`src/rtl/reset_sequencer_pkg.sv`:
```
// Shared definitions for the reset sequencer: FSM state encoding, counter
// widths and the lock-loss counter width.
package reset_sequencer_pkg;

  typedef enum logic [1:0] {
    WAIT_LOCK    = 2'd0,
    STAGE_MEM    = 2'd1,
    STAGE_PERIPH = 2'd2,
    RUN          = 2'd3
  } state_t;

  localparam int unsigned LOSS_CNT_W = 8;

  // Counters compare against N-1, so $clog2(N) bits suffice; N<2 still needs one bit.
  function automatic int unsigned cnt_width(input int unsigned n);
    return (n < 2) ? 1 : $clog2(n);
  endfunction

endpackage

```
`src/rtl/reset_sequencer_sync_debounce.sv`:
```
// Two-flop synchronizer followed by an optional debouncer; CYCLES=0 gives the
// synchronized level directly.
module sync_debounce
  import reset_sequencer_pkg::*;
#(
  parameter int unsigned CYCLES = 0
) (
  input  logic i_clk,
  input  logic i_reset,
  input  logic i_async,
  output logic o_level
);

  logic r_sync1;
  logic r_sync2;

  always_ff @(posedge i_clk) begin
    if (i_reset) begin
      r_sync1 <= 1'b0;
      r_sync2 <= 1'b0;
    end else begin
      r_sync1 <= i_async;
      r_sync2 <= r_sync1;
    end
  end

  generate
    if (CYCLES == 0) begin : g_sync_only
      assign o_level = r_sync2;
    end else begin : g_debounce
      localparam int unsigned CW = cnt_width(CYCLES);
      localparam logic [CW-1:0] LAST = CW'(CYCLES - 1);

      logic [CW-1:0] r_cnt;
      logic          r_level;

      // Counts consecutive samples that disagree with the current level;
      // any agreeing sample restarts the run.
      always_ff @(posedge i_clk) begin
        if (i_reset) begin
          r_cnt   <= '0;
          r_level <= 1'b0;
        end else if (r_sync2 == r_level) begin
          r_cnt <= '0;
        end else if (r_cnt == LAST) begin
          r_cnt   <= '0;
          r_level <= r_sync2;
        end else begin
          r_cnt <= r_cnt + 1'b1;
        end
      end

      assign o_level = r_level;
    end
  endgenerate

endmodule

```
`src/rtl/reset_sequencer.sv`:
```
// Staged reset release (memory, peripherals, core) gated on stable PLL lock,
// with abort on lock loss or debounced button and a saturating loss counter.
module reset_sequencer
  import reset_sequencer_pkg::*;
#(
  parameter int unsigned LOCK_STABLE_CYCLES = 1024,
  parameter int unsigned STAGE_GAP          = 16,
  parameter int unsigned DEBOUNCE_CYCLES    = 96000
) (
  input  logic                  clk,
  input  logic                  reset,
  input  logic                  pll_lock,
  input  logic                  btn_rst,
  output logic                  rst_mem,
  output logic                  rst_periph,
  output logic                  rst_core,
  output logic                  ready,
  output logic [LOSS_CNT_W-1:0] lock_loss_cnt
);

  localparam int unsigned SW = cnt_width(LOCK_STABLE_CYCLES);
  localparam int unsigned GW = cnt_width(STAGE_GAP);
  localparam logic [SW-1:0] STABLE_LAST = SW'(LOCK_STABLE_CYCLES - 1);
  localparam logic [GW-1:0] GAP_LAST    = GW'(STAGE_GAP - 1);

  logic w_lock_s;
  logic w_btn_db;

  sync_debounce #(.CYCLES(0)) u_lock_sync (
    .i_clk   (clk),
    .i_reset (reset),
    .i_async (pll_lock),
    .o_level (w_lock_s)
  );

  sync_debounce #(.CYCLES(DEBOUNCE_CYCLES)) u_btn_db (
    .i_clk   (clk),
    .i_reset (reset),
    .i_async (btn_rst),
    .o_level (w_btn_db)
  );

  state_t                r_state;
  logic [SW-1:0]         r_stable_cnt;
  logic [GW-1:0]         r_gap_cnt;
  logic [LOSS_CNT_W-1:0] r_loss_cnt;
  logic                  r_rst_mem;
  logic                  r_rst_periph;
  logic                  r_rst_core;
  logic                  r_ready;

  state_t                w_state_nxt;
  logic [SW-1:0]         w_stable_nxt;
  logic [GW-1:0]         w_gap_nxt;
  logic [LOSS_CNT_W-1:0] w_loss_nxt;
  logic                  w_abort;

  always_comb begin
    w_state_nxt  = r_state;
    w_stable_nxt = '0;
    w_gap_nxt    = '0;
    w_loss_nxt   = r_loss_cnt;
    w_abort      = (r_state != WAIT_LOCK) && (!w_lock_s || w_btn_db);

    if (w_abort) begin
      w_state_nxt = WAIT_LOCK;
      // Lock loss wins over a simultaneous button press for counting.
      if (!w_lock_s && (r_loss_cnt != '1)) begin
        w_loss_nxt = r_loss_cnt + 1'b1;
      end
    end else begin
      case (r_state)
        WAIT_LOCK: begin
          if (w_lock_s && !w_btn_db) begin
            if (r_stable_cnt == STABLE_LAST) begin
              w_state_nxt = STAGE_MEM;
            end else begin
              w_stable_nxt = r_stable_cnt + 1'b1;
            end
          end
        end
        STAGE_MEM: begin
          if (r_gap_cnt == GAP_LAST) begin
            w_state_nxt = STAGE_PERIPH;
          end else begin
            w_gap_nxt = r_gap_cnt + 1'b1;
          end
        end
        STAGE_PERIPH: begin
          if (r_gap_cnt == GAP_LAST) begin
            w_state_nxt = RUN;
          end else begin
            w_gap_nxt = r_gap_cnt + 1'b1;
          end
        end
        RUN: begin
          w_state_nxt = RUN;
        end
      endcase
    end
  end

  // Outputs are registered alongside the state, decoded from the next state,
  // so they change on the same edge as the transition.
  always_ff @(posedge clk) begin
    if (reset) begin
      r_state      <= WAIT_LOCK;
      r_stable_cnt <= '0;
      r_gap_cnt    <= '0;
      r_loss_cnt   <= '0;
      r_rst_mem    <= 1'b1;
      r_rst_periph <= 1'b1;
      r_rst_core   <= 1'b1;
      r_ready      <= 1'b0;
    end else begin
      r_state      <= w_state_nxt;
      r_stable_cnt <= w_stable_nxt;
      r_gap_cnt    <= w_gap_nxt;
      r_loss_cnt   <= w_loss_nxt;
      r_rst_mem    <= (w_state_nxt == WAIT_LOCK);
      r_rst_periph <= (w_state_nxt == WAIT_LOCK) || (w_state_nxt == STAGE_MEM);
      r_rst_core   <= (w_state_nxt != RUN);
      r_ready      <= (w_state_nxt == RUN);
    end
  end

  assign rst_mem       = r_rst_mem;
  assign rst_periph    = r_rst_periph;
  assign rst_core      = r_rst_core;
  assign ready         = r_ready;
  assign lock_loss_cnt = r_loss_cnt;

endmodule

```
`config.mk`:
```
export PLATFORM = sky130hd
export DESIGN_NAME = reset_sequencer
export DESIGN_NICKNAME = d
export VERILOG_FILES = /design/src/rtl/reset_sequencer_pkg.sv /design/src/rtl/reset_sequencer_sync_debounce.sv /design/src/rtl/reset_sequencer.sv
export SDC_FILE = /design/constraint.sdc
export NUM_CORES = 1
export LEC_CHECK = 0
export ABC_AREA = 1
export BUFFER_PORTS_ARGS = -buffer_cell sky130_fd_sc_hd__buf_2
export CORE_UTILIZATION = 55
export CTS_CLUSTER_SIZE = 14
export DETAILED_ROUTE_END_ITERATION = 16
export HOLD_SLACK_MARGIN = 0.03
export PLACE_DENSITY = 0.73
export SLEW_MARGIN = 20
export SYNTH_ARGS = -nofsm -noshare
export SYNTH_HDL_FRONTEND = slang
export SYNTH_SLANG_ARGS = --single-unit
```
`constraint.sdc`:
```
create_clock -name clk -period 2 [get_ports clk]
set_clock_uncertainty 0.15 [all_clocks]
set_input_delay 0.2 -clock clk [delete_from_list [all_inputs] [get_ports clk]]
set_output_delay 0.2 -clock clk [all_outputs]
set_load 0.02 [all_outputs]
```
After elaboration in Yosys (flattened, before gate mapping). Cells that the tools add are included. Widths: inputs -> output; s select.

Input bits: 4. Logic and storage cells: 55. Output and inout port bits: 12. Register bits: 50.

Muxes and demuxes: 6. Add/subtract/negate cells: 4. Reduce and logical (&&, ||, !) cells: 16. Bitwise logic cells: 4. Equality and inequality tests: 11.

Operators by type and width (number): $add 17x1->17 const B (1); $eq 17x17->1 const B (1); $add 10x1->10 const B (1); $eq 10x10->1 const B (1); $mux 2 (5); $add 8x1->8 const B (1); $ne 8x8->1 const B (1); $pmux 2 s4 (1); $eq 2x2->1 const B (3); $reduce_or 5->1 (1); $add 4x1->4 const B (1); $eq 2x1->1 const B (2); $eq 4x4->1 const B (1); $logic_not 2->1 (2); $not 1->1 (4); $reduce_and 2->1 (2); $reduce_or 4->1 (1); $logic_and 1x1->1 (3); $reduce_or 3->1 (1); $logic_not 1->1 (2); $logic_or 1x1->1 (2); $ne 2x2->1 const B (1); $reduce_bool 2->1 (1); $reduce_or 2->1 (1); $eq 1x1->1 (1).

Depth between registers and ports, before layout.
Word-level depth: 7. Depth in mapped cells: 9.

By module. From an unflattened synthesis, not the netlist that was laid out.

Cell total of the unflattened synthesis: 320. Area, all modules: 2402.3 sq um.

By module, submodules not included: reset_sequencer (instances 1, area each 1317.5 sq um, cells each 168); sync_debounce at u_btn_db (instances 1, area each 1029.7 sq um, cells each 146); sync_debounce at u_lock_sync (instances 1, area each 55.1 sq um, cells each 6).

Least setup slack after synthesis. OpenSTA, ideal clock, no wires.

Path type: register to register. Start: register r_loss_cnt[0] (netlist: lock_loss_cnt[0]). End: register r_loss_cnt[5] (netlist: lock_loss_cnt[5]). Setup slack: 0.352 ns. Stages on the path, launching flop included: 8. Required time: 1.780 ns. Data arrival time: 1.428 ns. Clock period less this slack: 1.648 ns. Path buffers: 0. Cells stage by stage: dfxtp_1 -> ha_1 -> inv_1 -> nor3_1 -> nand2_1 -> nand2_1 -> nand2_1 -> a21oi_1.

Longest elaborated chain between the ends: 3. Elaborated cells on any way between the ends: 4. Classes of those cells: 1 x add/sub; 1 x eq/ne; 2 x reduce/logical.

RTL lines: from (decl) (RTL line reset_sequencer.sv:46) `logic [LOSS_CNT_W-1:0] r_loss_cnt;`; from (signal assigned) (RTL line reset_sequencer.sv:119) `r_loss_cnt <= w_loss_nxt;`; parallel branches: the longest is 3 deep, another holds $add 8x1->8.

Several ways; the timed one is not identified. A chain may end at the register's enable or synchronous reset.

Worst setup path after layout.
Start: register r_state[1]. End: register r_loss_cnt[4] (netlist: lock_loss_cnt[4]).

Longest elaborated chain between the ends: 3.

RTL lines: from (decl) (RTL line reset_sequencer.sv:43) `state_t r_state;`; from (signal assigned) (RTL line reset_sequencer.sv:116) `r_state <= w_state_nxt;`; $reduce_bool 2->1 (RTL line reset_sequencer.sv:63) `w_abort = (r_state != WAIT_LOCK) && (!w_lock_s || w_btn_db);`; $logic_and 1x1->1 (RTL line reset_sequencer.sv:63); $reduce_and 2->1 (no line).

No other way between the ends.

==> impl_results.md <==
* Antenna Cells at 0
* Largest buffer count on any clock path at 2
* Max Transition Viols Final at 0
* Post-Route Setup TNS at 0 ns
* H-tree lvl count at 2
* Max-capacitance violation count at 0
* Root Buffer Master: sky130_fd_sc_hd__clkbuf_8
* Slowest CP cell: sky130_fd_sc_hd__dfxtp_1
* Clock-pin transition on the worst setup and hold timing paths at 0.09 ns
* Reg2Reg Depth at 7
* Highest cell delay on the worst timing path at 0.41 ns
* Num rows at 23
* Final WL at 4250 um
* Avg WL per Cell at about 11 um
* Startpoint class of the critical path: register
* Routed vias/inst at between 4 and 5
* Total routing resource utilization after global routing at between 10% and 20%
* Clock buffer count from CTS at 5
* Total via count in the routed design at 1941
* Register area at around 1000 um2
* Min-delay worst type: in2reg
* Port Buf Inserts at 15
* Total area of multi-input combinational cells at 1180 um2
* Worst vdd rail ir drop at 552 uV
* Net count of the mapped netlist at 339
* Maximum number of pins on one net before global-route repair at 16
* Worst hold stages at 2
* Fmax at 0.580 GHz
* Post-synthesis average cell area at 7.34 um2
* Slew @ Worst Pin at 0.405 ns
* Post-layout power at 1.73 mW
* Max-Slew Margin vs Limit at between 70% and 80%
* Tcrit/Tclk final at 86.2%
* Final count of hold timing violations at 0
* Cells after Synth at 327
* Share of final-layout standard cells stronger than drive strength 1 at 12.0%
* Clock sink count at 50
* DR pass1 iterations at 4
* Post-route ant nets at 0
* Standby leakage power at approximately 1.1 nW
* TritonCTS clock tree: yes
* Unrepaired setup endpoints after global routing: false
* Wire length of the first global-routing pass at ~7000 um
* Via count of the first global-routing pass at 1735
* Critical path type: reg2reg
* I/O pin cnt at 16
* Yosys reg bits at 50
* Netlist area before placement at 2400 um2
* Total grt overflow at 0
* Initial core utilization at between 50% and 60%
* Fillers at 357
* Vert. Die Dim at about 70 um
* Core Region at 4090 um2
* Required time of the critical path at 2.08 ns
* NumNets Final at 362
* Worst EP arrival at 1.81 ns
* Share of synthesized area occupied by flip-flops and latches at 41.7%
* Total die area at 4630 um2
* Initial detailed-routing violation count at 96
* DPL Wire Length at 3120 um
* Syn. warnings at 0
* Routability congestion estimate at 0.807
* Leading cell types in the layout, fill and taps excluded: 74 x sky130_fd_sc_hd__nand2_1, 50 x sky130_fd_sc_hd__inv_1, 50 x sky130_fd_sc_hd__dfxtp_1, 45 x sky130_fd_sc_hd__nor2_1, 17 x sky130_fd_sc_hd__nand3_1
* Post-synthesis cell type count at 26
* Clock latency of the later-clocked register in the worst-skew pair at 0.30 ns
* Final min period at approximately 1.7 ns
* Layout-stage area growth over the synthesis result at 10.4%
* Total power divided by cell area at 654 nW/um2
* Crit-path cells: inv_1 > ha_1 > nor2_1 > a21boi_1 > buf_4 > nand2_1 > a21oi_1
* Largest fanout of any net on the critical path at 7
* Number of antenna violations at the first check in global routing at 0
* Kind of capture point of the worst setup path: register
* Final-report setup violation count at 0
* Outcome: finished clean
* Overall die width at 68.1 um
* Most common cell after layout, fill and taps aside: sky130_fd_sc_hd__nand2_1
* Residual DRC at 0
-- stage by stage --
step	setup WS, ns	util [%]	hold WS (ns)	instance area [um2]	std cells
finish	0.276	64.9	0.0554	2650	401
global route	0.110	64.9	0.0671	2650	401
CTS	0.260	64.9	0.0497	2650	401
detailed placement	0.282	61.7	0.243	2520	391
global placement	0.334	61.7	0.244	2520	391
floorplan	0.352	-	0.157	2400	327
-- cells in the mapped netlist --
cell	number	share of area, %
sky130_fd_sc_hd__nand3b_4	1	0.83
sky130_fd_sc_hd__buf_2	1	0.21
sky130_fd_sc_hd__buf_12	1	0.83
sky130_fd_sc_hd__o21a_1	1	0.31
sky130_fd_sc_hd__dfxtp_1	50	42
sky130_fd_sc_hd__nor3_1	11	2.3
sky130_fd_sc_hd__or2_2	1	0.26
sky130_fd_sc_hd__a21oi_1	12	2.5
sky130_fd_sc_hd__nand3b_1	2	0.63
sky130_fd_sc_hd__nor2_4	4	1.9
sky130_fd_sc_hd__nand4_2	1	0.52
sky130_fd_sc_hd__ha_1	8	4.2
sky130_fd_sc_hd__nor2_1	45	7.0
sky130_fd_sc_hd__xor2_1	9	3.3
sky130_fd_sc_hd__o21ai_0	10	2.1
sky130_fd_sc_hd__a211oi_1	1	0.31
sky130_fd_sc_hd__a21boi_1	1	0.31
sky130_fd_sc_hd__nor2_2	10	2.6
sky130_fd_sc_hd__nor3b_1	1	0.31
sky130_fd_sc_hd__nand4_1	6	1.6
sky130_fd_sc_hd__xnor2_1	8	2.9
sky130_fd_sc_hd__nand3_1	17	3.5
sky130_fd_sc_hd__inv_1	50	7.8
sky130_fd_sc_hd__nand2_2	1	0.26
sky130_fd_sc_hd__clkinv_2	1	0.21
sky130_fd_sc_hd__nand2_1	74	12
-- layer usage --
metal  global-route usage [%]  wire, um
met3                     3.50       135
met2                     33.2      1950
met1                     24.8      2100
met5                        0         0
met4                     9.38        64
-- worst paths after layout --
check / start / end / slack [ns]
worst min register to register: u_btn_db.r_sync1 / u_btn_db.r_sync2 / 0.26
worst min-delay path: reset / u_lock_sync.r_sync1 / 0.06
worst max-delay path: r_state[1] / lock_loss_cnt[4] / 0.28
worst max register to register: r_state[1] / lock_loss_cnt[4] / 0.28
-- power breakdown --
part / switching (mW) / internal, mW
Combinational: 0.0173 / 0.00963
Sequential: 0.00256 / 0.999
Clock: 0.331 / 0.373
-- timing repair --
item / 4_1_cts / 5_1_grt
gates resized for setup: 0 / 0
hold buffers: 2 / 0
setup buffers: 0 / 0
hold endpoints to repair: 2 / 0
-- cells by family (layout without fill, tap and decap cells) --
group | Yosys count | after routing | share of synthesized area, %
compound gates | 25 | 25 | 5.53
fa+ha+maj | 8 | 8 | 4.17
flops | 50 | 50 | 41.7
xor+xnor | 17 | 17 | 6.20
buf+inv | 53 | 77 | 9.07
simple gates | 174 | 174 | 33.3
-- worst max-delay path, delay by kind of cell (launching register included) --
kind / cells / cell delay [ns]
compound gates: 2 / 0.31
fa+ha+maj: 1 / 0.27
buf+inv: 2 / 0.26
flops: 1 / 0.41
simple gates: 2 / 0.26
-- area by class of cell --
type | count | share of cell area, %
Clock buffer | 6 | 2.74
Clock inverter | 2 | 1.42
Inverter | 51 | 7.27
Multi-Input combinational cell | 224 | 44.6
Sequential cell | 50 | 37.8
Tap cell | 50 | 2.36
Timing Repair Buffer | 18 | 3.87
-- flip-flops by register name, summed over array words and instances, names as in the netlist --
name,count
r_gap_cnt,4
lock_loss_cnt,8
ready,1
u_btn_db.o_level,1
u_btn_db.r_sync2,1
rst_core,1
u_btn_db.g_debounce.r_cnt,17
rst_periph,1
r_stable_cnt,10
u_lock_sync.o_level,1
rst_mem,1
r_state,2
u_lock_sync.r_sync1,1
u_btn_db.r_sync1,1
Power figures use the tool's default switching activity.
